### config.mk
export PLATFORM = sky130hd
export DESIGN_NAME = beam_scanner
export DESIGN_NICKNAME = d
export VERILOG_FILES = /design/src/rtl/beam_scanner.sv
export SDC_FILE = /design/constraint.sdc
export NUM_CORES = 1
export LEC_CHECK = 0
export ABC_CLOCK_PERIOD_IN_PS = 7400
export CAP_MARGIN = 15
export CORE_ASPECT_RATIO = 1.2
export CORE_MARGIN = 8
export CORE_UTILIZATION = 30
export DETAILED_ROUTE_END_ITERATION = 16
export GPL_TIMING_DRIVEN = 0
export PLACE_DENSITY_LB_ADDON = 0.12
export SLEW_MARGIN = 20
export SYNTH_ARGS = -nofsm -noshare
export SYNTH_HDL_FRONTEND = slang
export SYNTH_SLANG_ARGS = --single-unit
### constraint.sdc
create_clock -name clk -period 7.4 [get_ports clk]
set_clock_uncertainty 0.05 [all_clocks]
set_input_delay 2.22 -clock clk [delete_from_list [all_inputs] [get_ports clk]]
set_output_delay 2.22 -clock clk [all_outputs]
set_load 0.03 [all_outputs]
### src/rtl/beam_scanner.sv
// beam_scanner: raster timing generator producing beam coordinates, syncs, line/frame strobes and a frame count.
module beam_scanner #(
    parameter int H_VISIBLE    = 800,
    parameter int H_FRONT      = 56,
    parameter int H_SYNC       = 120,
    parameter int H_BACK       = 64,
    parameter int V_VISIBLE    = 600,
    parameter int V_FRONT      = 37,
    parameter int V_SYNC       = 6,
    parameter int V_BACK       = 23,
    parameter bit HSYNC_ACTIVE = 1'b1,
    parameter bit VSYNC_ACTIVE = 1'b1
) (
    input  logic        clk,
    input  logic        rst,
    input  logic        pix_en,
    output logic [10:0] beam_x,
    output logic [9:0]  beam_y,
    output logic        visible,
    output logic        hsync,
    output logic        vsync,
    output logic        line_start,
    output logic        frame_start,
    output logic [15:0] frame_count
);
    localparam int H_TOTAL = H_VISIBLE + H_FRONT + H_SYNC + H_BACK;
    localparam int V_TOTAL = V_VISIBLE + V_FRONT + V_SYNC + V_BACK;
    if (H_TOTAL > 2048 || V_TOTAL > 1024) begin : g_bad_timing
        $error("beam_scanner: H_TOTAL/V_TOTAL exceed counter widths");
    end
    logic        x_wrap, y_wrap;
    logic [10:0] nx;
    logic [9:0]  ny;
    always_comb begin
        x_wrap = beam_x == 11'(H_TOTAL - 1);
        y_wrap = beam_y == 10'(V_TOTAL - 1);
        nx = x_wrap ? 11'd0 : beam_x + 11'd1;
        ny = !x_wrap ? beam_y : y_wrap ? 10'd0 : beam_y + 10'd1;
    end
    // Flags are derived from the next position so they stay aligned with beam_x/beam_y.
    always_ff @(posedge clk or posedge rst)
        if (rst) begin
            beam_x      <= 11'(H_TOTAL - 1);
            beam_y      <= 10'(V_TOTAL - 1);
            visible     <= 1'b0;
            hsync       <= !HSYNC_ACTIVE;
            vsync       <= !VSYNC_ACTIVE;
            line_start  <= 1'b0;
            frame_start <= 1'b0;
            frame_count <= 16'd0;
        end else if (pix_en) begin
            beam_x      <= nx;
            beam_y      <= ny;
            visible     <= int'(nx) < H_VISIBLE && int'(ny) < V_VISIBLE;
            hsync       <= (int'(nx) >= H_VISIBLE + H_FRONT && int'(nx) < H_VISIBLE + H_FRONT + H_SYNC) ? HSYNC_ACTIVE : !HSYNC_ACTIVE;
            vsync       <= (int'(ny) >= V_VISIBLE + V_FRONT && int'(ny) < V_VISIBLE + V_FRONT + V_SYNC) ? VSYNC_ACTIVE : !VSYNC_ACTIVE;
            line_start  <= x_wrap;
            frame_start <= x_wrap && y_wrap;
            frame_count <= frame_count + 16'(x_wrap && y_wrap);
        end else begin
            line_start  <= 1'b0;
            frame_start <= 1'b0;
        end
endmodule

==> summary.txt, run 1 <==
STA
  • Fmax: between 0.2 and 0.3 GHz
  • Final setup TNS: 0 ps
  • Crit share post-route: a little over half
  • Final min period: 3890 ps
  • Slew HR: between 50 and 60%
  • Worst-margin pin slew: ~650 ps
  • Setup violators final: 0
  • Fin. Hold Viols: 0
  • Final slew viol count: 0
  • Unrepaired setup endpoints after global routing: false

Power and ir drop
  • Clk pwr share: about a fifth
  • Combinational power share: 38.6%
  • Switching Share: approximately two fifths
  • Leak pwr: between 1 and 1.5 nW
  • Internal power: 0.468 mW
  • Sw power: 0.312 mW
  • Pwr/cell area: ~240 nW/um^2
  • Seq pwr share: between 40% and 50%
  • Worst vdd ir: roughly 75 uV

Setup path
  • Startpoint Class: register
  • CP Cell Sequence: clkdlybuf4s50_1
  • CP max stage delay: ~710 ps
  • CP Data Required Time: just over 5000 ps
  • FF-to-FF End: frame_count[14]
  • CP max-delay cell: clkdlybuf4s50_1
  • Worst Setup End Kind: output pin
  • Worst Path Max Fanout: 8
  • Crit path DAT: roughly 1600 ps
  • Critical path buffers and inverters: 1
  • CP Class: reg2out
  • Top Family by Delay on Critical Path: buffers and inverters
  • Critical R2R Launch: beam_x[0]
  • Flop-to-flop setup slack: roughly 4400 ps
  • R2R cell count: 13

CTS
  • CTS H-tree lvls: 2
  • TritonCTS clock tree: built
  • Post-CTS setup buffer count: 0
  • Clk root buf: clkbuf_8
  • Cts-stage hold buffer count: 0
  • CTS buffer count: 5
  • TritonCTS Sinks: 42
  • CTS resizes: 0
  • CTS clk-pin slew, worst paths: about 90 ps
  • Max Root-Sink Buffers: 2
  • Clock Latency Late Sink: 300 ps

Detailed routing
  • DRT Wirelength: about 6.6 mm
  • Met2 wire len: approximately 3.2 mm
  • DR vias: about 2.2k
  • Via/cell ratio: 5.02
  • Wire per inst: 14.9 um
  • WL met1: around 3.0 mm
  • Max layer used: met4
  • Drt first pass iters: 5
  • 1st-iter DRT viols: 56
  • Antenna-violating nets left: 0
  • Routed length on met3: between 300 and 400 um
  • Drt drc: 0

Final layout
  • Fraction of layout cells with a size suffix above 1: between 10% and 20%
  • Area Growth Syn to Fin: 27.2%
  • # nets final: 332
  • N_diodes: 0
  • Most frequent cells in the layout: clkdlybuf4s50_1, dfrtp_1, nand2_1
  • Final std cells w/o fill: between 400 and 500
  • Commonest non-fill, non-tap cell in the layout: clkdlybuf4s50_1

Synth
  • Post-synthesis mux area share: between 1.5 and 2%
  • Post-synthesis sequential area ratio: between 40% and 50%
  • Yosys top cell by area: dfrtp_1
  • Number of synthesized flops with an enable pin: 0
  • Adder-Cell Fraction of Synth Area: under 10%
  • Post-synth top flop: dfrtp_1
  • Synth async-reset ratio: 100%
  • Cells after synthesis: around 270
  • Syn_area_per_cell: just over 9 um^2
  • Largest family of logic cells by synthesized area: simple AND/OR/NAND/NOR gates
  • Synth area leaders: dfrtp_1, dfstp_2, xnor2_1
  • Unique cell type count in the Yosys netlist: 58
  • XOR/XNOR share of the synthesized area: 10.0%
  • Number of synthesized register bits: 42
  • Synth Area in Compound Gates: about 15%
  • Synth warn: 0
  • Simple-Gate Fraction of Synth Area: around a quarter
  • Syn Std Cell Area: between 2000 and 3000 um^2
  • Share of the synthesized area in the top cell type: between 30% and 40%
  • Mapped Nets: roughly 280

Placed design
  • Placed Cells: 434
  • Final HPWL DP: approximately 4.9 mm
  • Gpl congestion: around 0.83
  • Port buffer count: between 40 and 50

GRT
  • Final global-route overflow total: 0
  • Pin count of the biggest net entering global routing: 28
  • Total GRT Usage: a little under an eighth
  • First-pass GRT wire length: around 11 mm
  • Initial antenna violation count: 0
  • Vias in the first global route: between 2k and 2.5k

Job
  • # Max-Cap Violations: 0

Floorplan
  • Initial Utilization: 30.2%
  • Chip width: between 100 and 150 um
  • I/O pin cnt: 45
  • Die Area: between 10000 and 15000 um^2
  • Core Rows: 37
  • Die H: about 120 um
  • Core Area: around 8400 um^2

Worst hold path
  • Hold WC Path Type: reg2reg
  • WHS Path Cells: 1
  • Hold EP: frame_count[15]
  • Min-Delay Startpoint: frame_count[15]

Status
  • Status: finished, final reports clean
[how the worst max path moves through the flow]
stage / to / slack [ps] / start / depth (start not counted)
after floorplan: beam_y[5] / 3830 / pix_en / 5
after global placement: beam_y[8] / 3150 / rst / 2
after detailed placement: beam_y[5] / 3240 / pix_en / 5
after CTS: beam_y[4] / 3490 / beam_y[4] / 1
after global routing: beam_y[7] / 3410 / pix_en / 5
final: beam_y[4] / 3510 / beam_y[4] / 1
[synth_stat cells, drive strengths merged (7+ instances only)]
cell	count
a21oi	11
and2	7
and3	7
buf	10
dfrtp	32
dfstp	10
inv	7
nand2	28
nand3	18
nand4	11
nor2	20
nor3	8
o21ai	11
xnor2	20
xor2	9
[area by class of cell]
type | count | area, um^2
repair buffers | 44 | 450
clock inverters | 3 | 25.0
well taps | 117 | 146
flip-flops and latches | 42 | 1060
plain buffers | 16 | 83.8
inverters | 8 | 30.0
clock buffers | 5 | 68.8
fillers | 875 | 5190
multi-input cells | 207 | 1360
[through the flow]
stage                     power (mW)  hold slack, ps  utilization (%)  worst slack (ps)  cell area (um^2)
after floorplan                0.519             507                -              3830              2540
after CTS                      0.792             431             38.4              3490              3230
final                          0.780             427             38.4              3510              3230
after global routing           0.831             444             38.4              3410              3230
after global placement         0.624             409             37.0              3150              3120
after detailed placement       0.626             417             37.2              3240              3140
[logic make-up (layout without fill, tap and decap cells)]
family / count (synthesis) / after routing
mux: 4 / 4
fa+ha+maj: 5 / 5
compound gates: 56 / 56
xor+xnor: 29 / 29
flops: 42 / 42
simple gates: 113 / 113
buf+inv: 24 / 76
[power groups by stage]
stage / Clock [mW] / Combinational [mW] / Sequential, mW
2_1_floorplan: 0 / 0.146 / 0.373
3_3_place_gp: 0 / 0.300 / 0.324
3_5_place_dp: 0 / 0.304 / 0.323
4_1_cts: 0.168 / 0.304 / 0.319
5_1_grt: 0.176 / 0.330 / 0.325
6_report: 0.160 / 0.301 / 0.319
[flip-flops by register name, summed over array words and instances (netlist names)]
register,count
frame_count,16
line_start,1
vsync,1
visible,1
beam_y,10
hsync,1
frame_start,1
beam_x,11
[layer usage]
metal | global-route usage, % | vias to the layer above
li1 | - | 1083
met1 | 14.1 | 1085
met3 | 3.02 | 5
met5 | 0 | -
met4 | 3.94 | 0
met2 | 20.0 | 47
Power figures use the tool's default switching activity.
==> inputs of run 2 (changes only) <==
ABC_CLOCK_PERIOD_IN_PS = 3900   (was 7400)
clock period = 3.9 ns   (was 7.4 ns; I/O delays follow)
==> results of run 2 <==
The final DEF is identical to that of run 1. Status: finished, final reports clean.
Among the figures that moved: setup slack after placement 3240 ps -> 791 ps; setup slack after layout 3510 ps -> 900 ps; start point of the critical path beam_y[4] -> beam_x[0]; end point of the critical path beam_y[4] -> frame_count[14]; register-to-register setup slack 4400 ps -> 900 ps; total power 0.780 mW -> 1.48 mW; worst IR drop on VDD 75.0 uV -> 142 uV
==> inputs of run 3 (changes only) <==
ABC_CLOCK_PERIOD_IN_PS = 2950   (was 3900)
clock period = 2.95 ns   (was 3.9 ns; I/O delays follow)
==> summary.txt, run 3 (synthesized netlist as in run 1, its figures left out) <==
Status
  • Status: finished, final reports clean

Setup path
  • Startpoint Class: register
  • CP Data Required Time: 3110 ps
  • Worst Path Max Fanout: 10
  • Worst Setup End Kind: register
  • CP max stage delay: around 600 ps
  • CP max-delay cell: dfstp_2
  • Crit path DAT: a little under 3000 ps
  • CP Class: reg2reg
  • CP Cell Sequence: ha_2 -> and3_1 -> clkbuf_4 -> nand4_2 -> buf_6 -> a21oi_2 -> o211ai_2 -> or4_1 -> o22a_1 -> o31ai_2

Final layout
  • Commonest non-fill, non-tap cell in the layout: clkdlybuf4s50_1
  • # nets final: 335 (+0.90%)
  • Fill count: 881 (+0.69%)
  • N_diodes: 0 (unchanged)
  • Top flop regs: frame_count (16), beam_x (11), beam_y (10)
  • Largest reg by FF count: frame_count
  • Fraction of layout cells with a size suffix above 1: 15.9% (+2.6 points)
  • Area Growth Syn to Fin: 29.4%
  • Max reg flops: 16 (unchanged)
  • Most frequent cells in the layout: clkdlybuf4s50_1, dfrtp_1, nand2_1
  • Final std cells w/o fill: 445 (+0.68%)

Detailed routing
  • WL met1: 2.95 mm (-1.0%)
  • Via/cell ratio: 5.03 (+0.22%)
  • DR vias: 2240 (+0.90%)
  • Met2 wire len: 3.24 mm (+2.2%)
  • Routed length on met3: 343 um (-2.6%)
  • DRT Wirelength: 6.58 mm (about the same)
  • 1st-iter DRT viols: 72 (+29%)
  • Wire per inst: 14.8 um (-0.70%)
  • Drt first pass iters: 5 (unchanged)
  • Antenna-violating nets left: 0 (unchanged)
  • Max layer used: met4
  • Drt drc: 0 (unchanged)

Power and ir drop
  • Worst vdd ir: approximately 190 uV
  • Clk pwr share: 20.1% (-0.5 points)
  • Pwr/cell area: between 600 and 700 nW/um^2
  • Sw power: between 0.7 and 0.8 mW
  • Internal power: around 1.2 mW
  • Combinational power share: 39.7% (+1.1 points)
  • Seq pwr share: 40.2% (-0.6 points)
  • Leak pwr: 1.29 nW (+0.86%)
  • Switching Share: roughly two fifths
  • Total power draw: roughly 2.0 mW

STA
  • Setup ws final: about 180 ps
  • Fmax: between 0.3 and 0.4 GHz
  • Fin. Hold Viols: 0 (unchanged)
  • Setup violators final: 0 (unchanged)
  • Worst-margin pin slew: 635 ps (-13.6 ps)
  • Slew HR: 57.1% (+0.92 points)
  • Final min period: 2770 ps
  • Unrepaired setup endpoints after global routing: false
  • Final slew viol count: 0 (unchanged)
  • Crit share post-route: 94.0%

Job
  • # Max-Cap Violations: 0 (unchanged)

CTS
  • CTS H-tree lvls: 2 (unchanged)
  • CTS buffer count: 5 (unchanged)
  • CTS clk-pin slew, worst paths: 100 ps (about the same)
  • Clk root buf: clkbuf_8
  • Max Root-Sink Buffers: 2 (unchanged)
  • TritonCTS clock tree: built
  • Clock Latency Late Sink: 300 ps (about the same)
  • TritonCTS Sinks: 42 (unchanged)

GRT
  • Final global-route overflow total: 0 (unchanged)
  • First-pass GRT wire length: 11.1 mm (+0.19%)
  • Pin count of the biggest net entering global routing: 28 (unchanged)
  • Vias in the first global route: 2214 (+0.27%)
  • Total GRT Usage: 11.8% (+0.025 points)
  • Initial antenna violation count: 0 (unchanged)

Floorplan
  • Initial Utilization: 30.2% (unchanged)
  • Die H: 117 um (unchanged)
  • Chip width: 100 um (unchanged)
  • Die Area: 11700 um^2 (unchanged)
  • Core Area: 8430 um^2 (unchanged)
  • Core Rows: 37 (unchanged)
  • I/O pin cnt: 45 (unchanged)

Placed design
  • Final HPWL DP: 4.88 mm (unchanged)
  • Gpl congestion: 0.828 (unchanged)
  • Port buffer count: 43 (unchanged)
  • Placed Cells: 434 (unchanged)
  • Worst Setup Slack post-DPL: -85.6 ps

Worst hold path
  • Hold WC Path Type: reg2reg
[run 3: cell count changes in the layout (fill, tap and decap cells not counted), moves of 2 or more]
cell and change:
buf_4 +3, nor2_1 -3, ha_1 -2, nor2_2 +2
[run 3: timing repair]
action	in CTS	in global routing
endpoints found under the hold margin	0	0
setup endpoints to repair	5	9
gates resized for setup	3	6
buffers inserted	1	2
hold buffers	0	0
pin swaps	1	0
[run 3: cell type report]
cell class	instances	area (um^2)	area share (%)
Multi-Input combinational cell	207	1400	42.4
Sequential cell	42	1060	32.3
Timing Repair Buffer	47	473	14.4
Tap cell	117	146	4.45
Buffer	16	86.3	2.62
Clock buffer	5	68.8	2.09
Inverter	8	30.0	0.913
Clock inverter	3	25.0	0.761
[run 3: per-stage QoR]
stage	setup TNS, ps	cell area [um^2]	util, %	hold slack [ps]
finish	0	3290	39.0	428
global route	0	3290	39.0	444
CTS	0	3250	38.6	431
detailed placement	-295	3140	37.2	417
global placement	-291	3120	37.0	409
floorplan	0	2540	-	507
[run 3: final timing paths]
check	depth (start not counted)	start	slack, ps	endpoint
max in group asynchronous	3	rst	1470	beam_y[7]
min in group asynchronous	2	rst	830	frame_count[10]
min reg2reg	1	frame_count[15]	430	frame_count[15]
min	1	frame_count[15]	430	frame_count[15]
max	10	beam_x[1]	180	vsync
max reg2reg	10	beam_x[1]	180	vsync
[run 3: worst max-delay path: cells and delay by family (launching register included)]
| family | cells | cell delay, ps |
|---|---|---|
| AOI/OAI and AO/OA | 4 | 660 |
| DFF | 1 | 590 |
| and+or+nand+nor | 3 | 800 |
| adders and majority gates | 1 | 220 |
| buffers and inverters | 2 | 360 |
[run 3: layer usage]
layer | global-route usage [%] | vias to the layer above
li1 | - | 1089
met3 | 3.02 | 2
met4 | 3.94 | 0
met1 | 14.1 | 1104
met5 | 0 | -
met2 | 20.0 | 45
[run 3: power by group through the flow]
stage               logic (mW)  registers (mW)  clock network (mW)
finish                   0.791           0.800               0.401
global route             0.867           0.815               0.442
CTS                      0.763           0.800               0.423
detailed placement       0.762           0.809                   0
global placement         0.751           0.813                   0
floorplan                0.366           0.935                   0
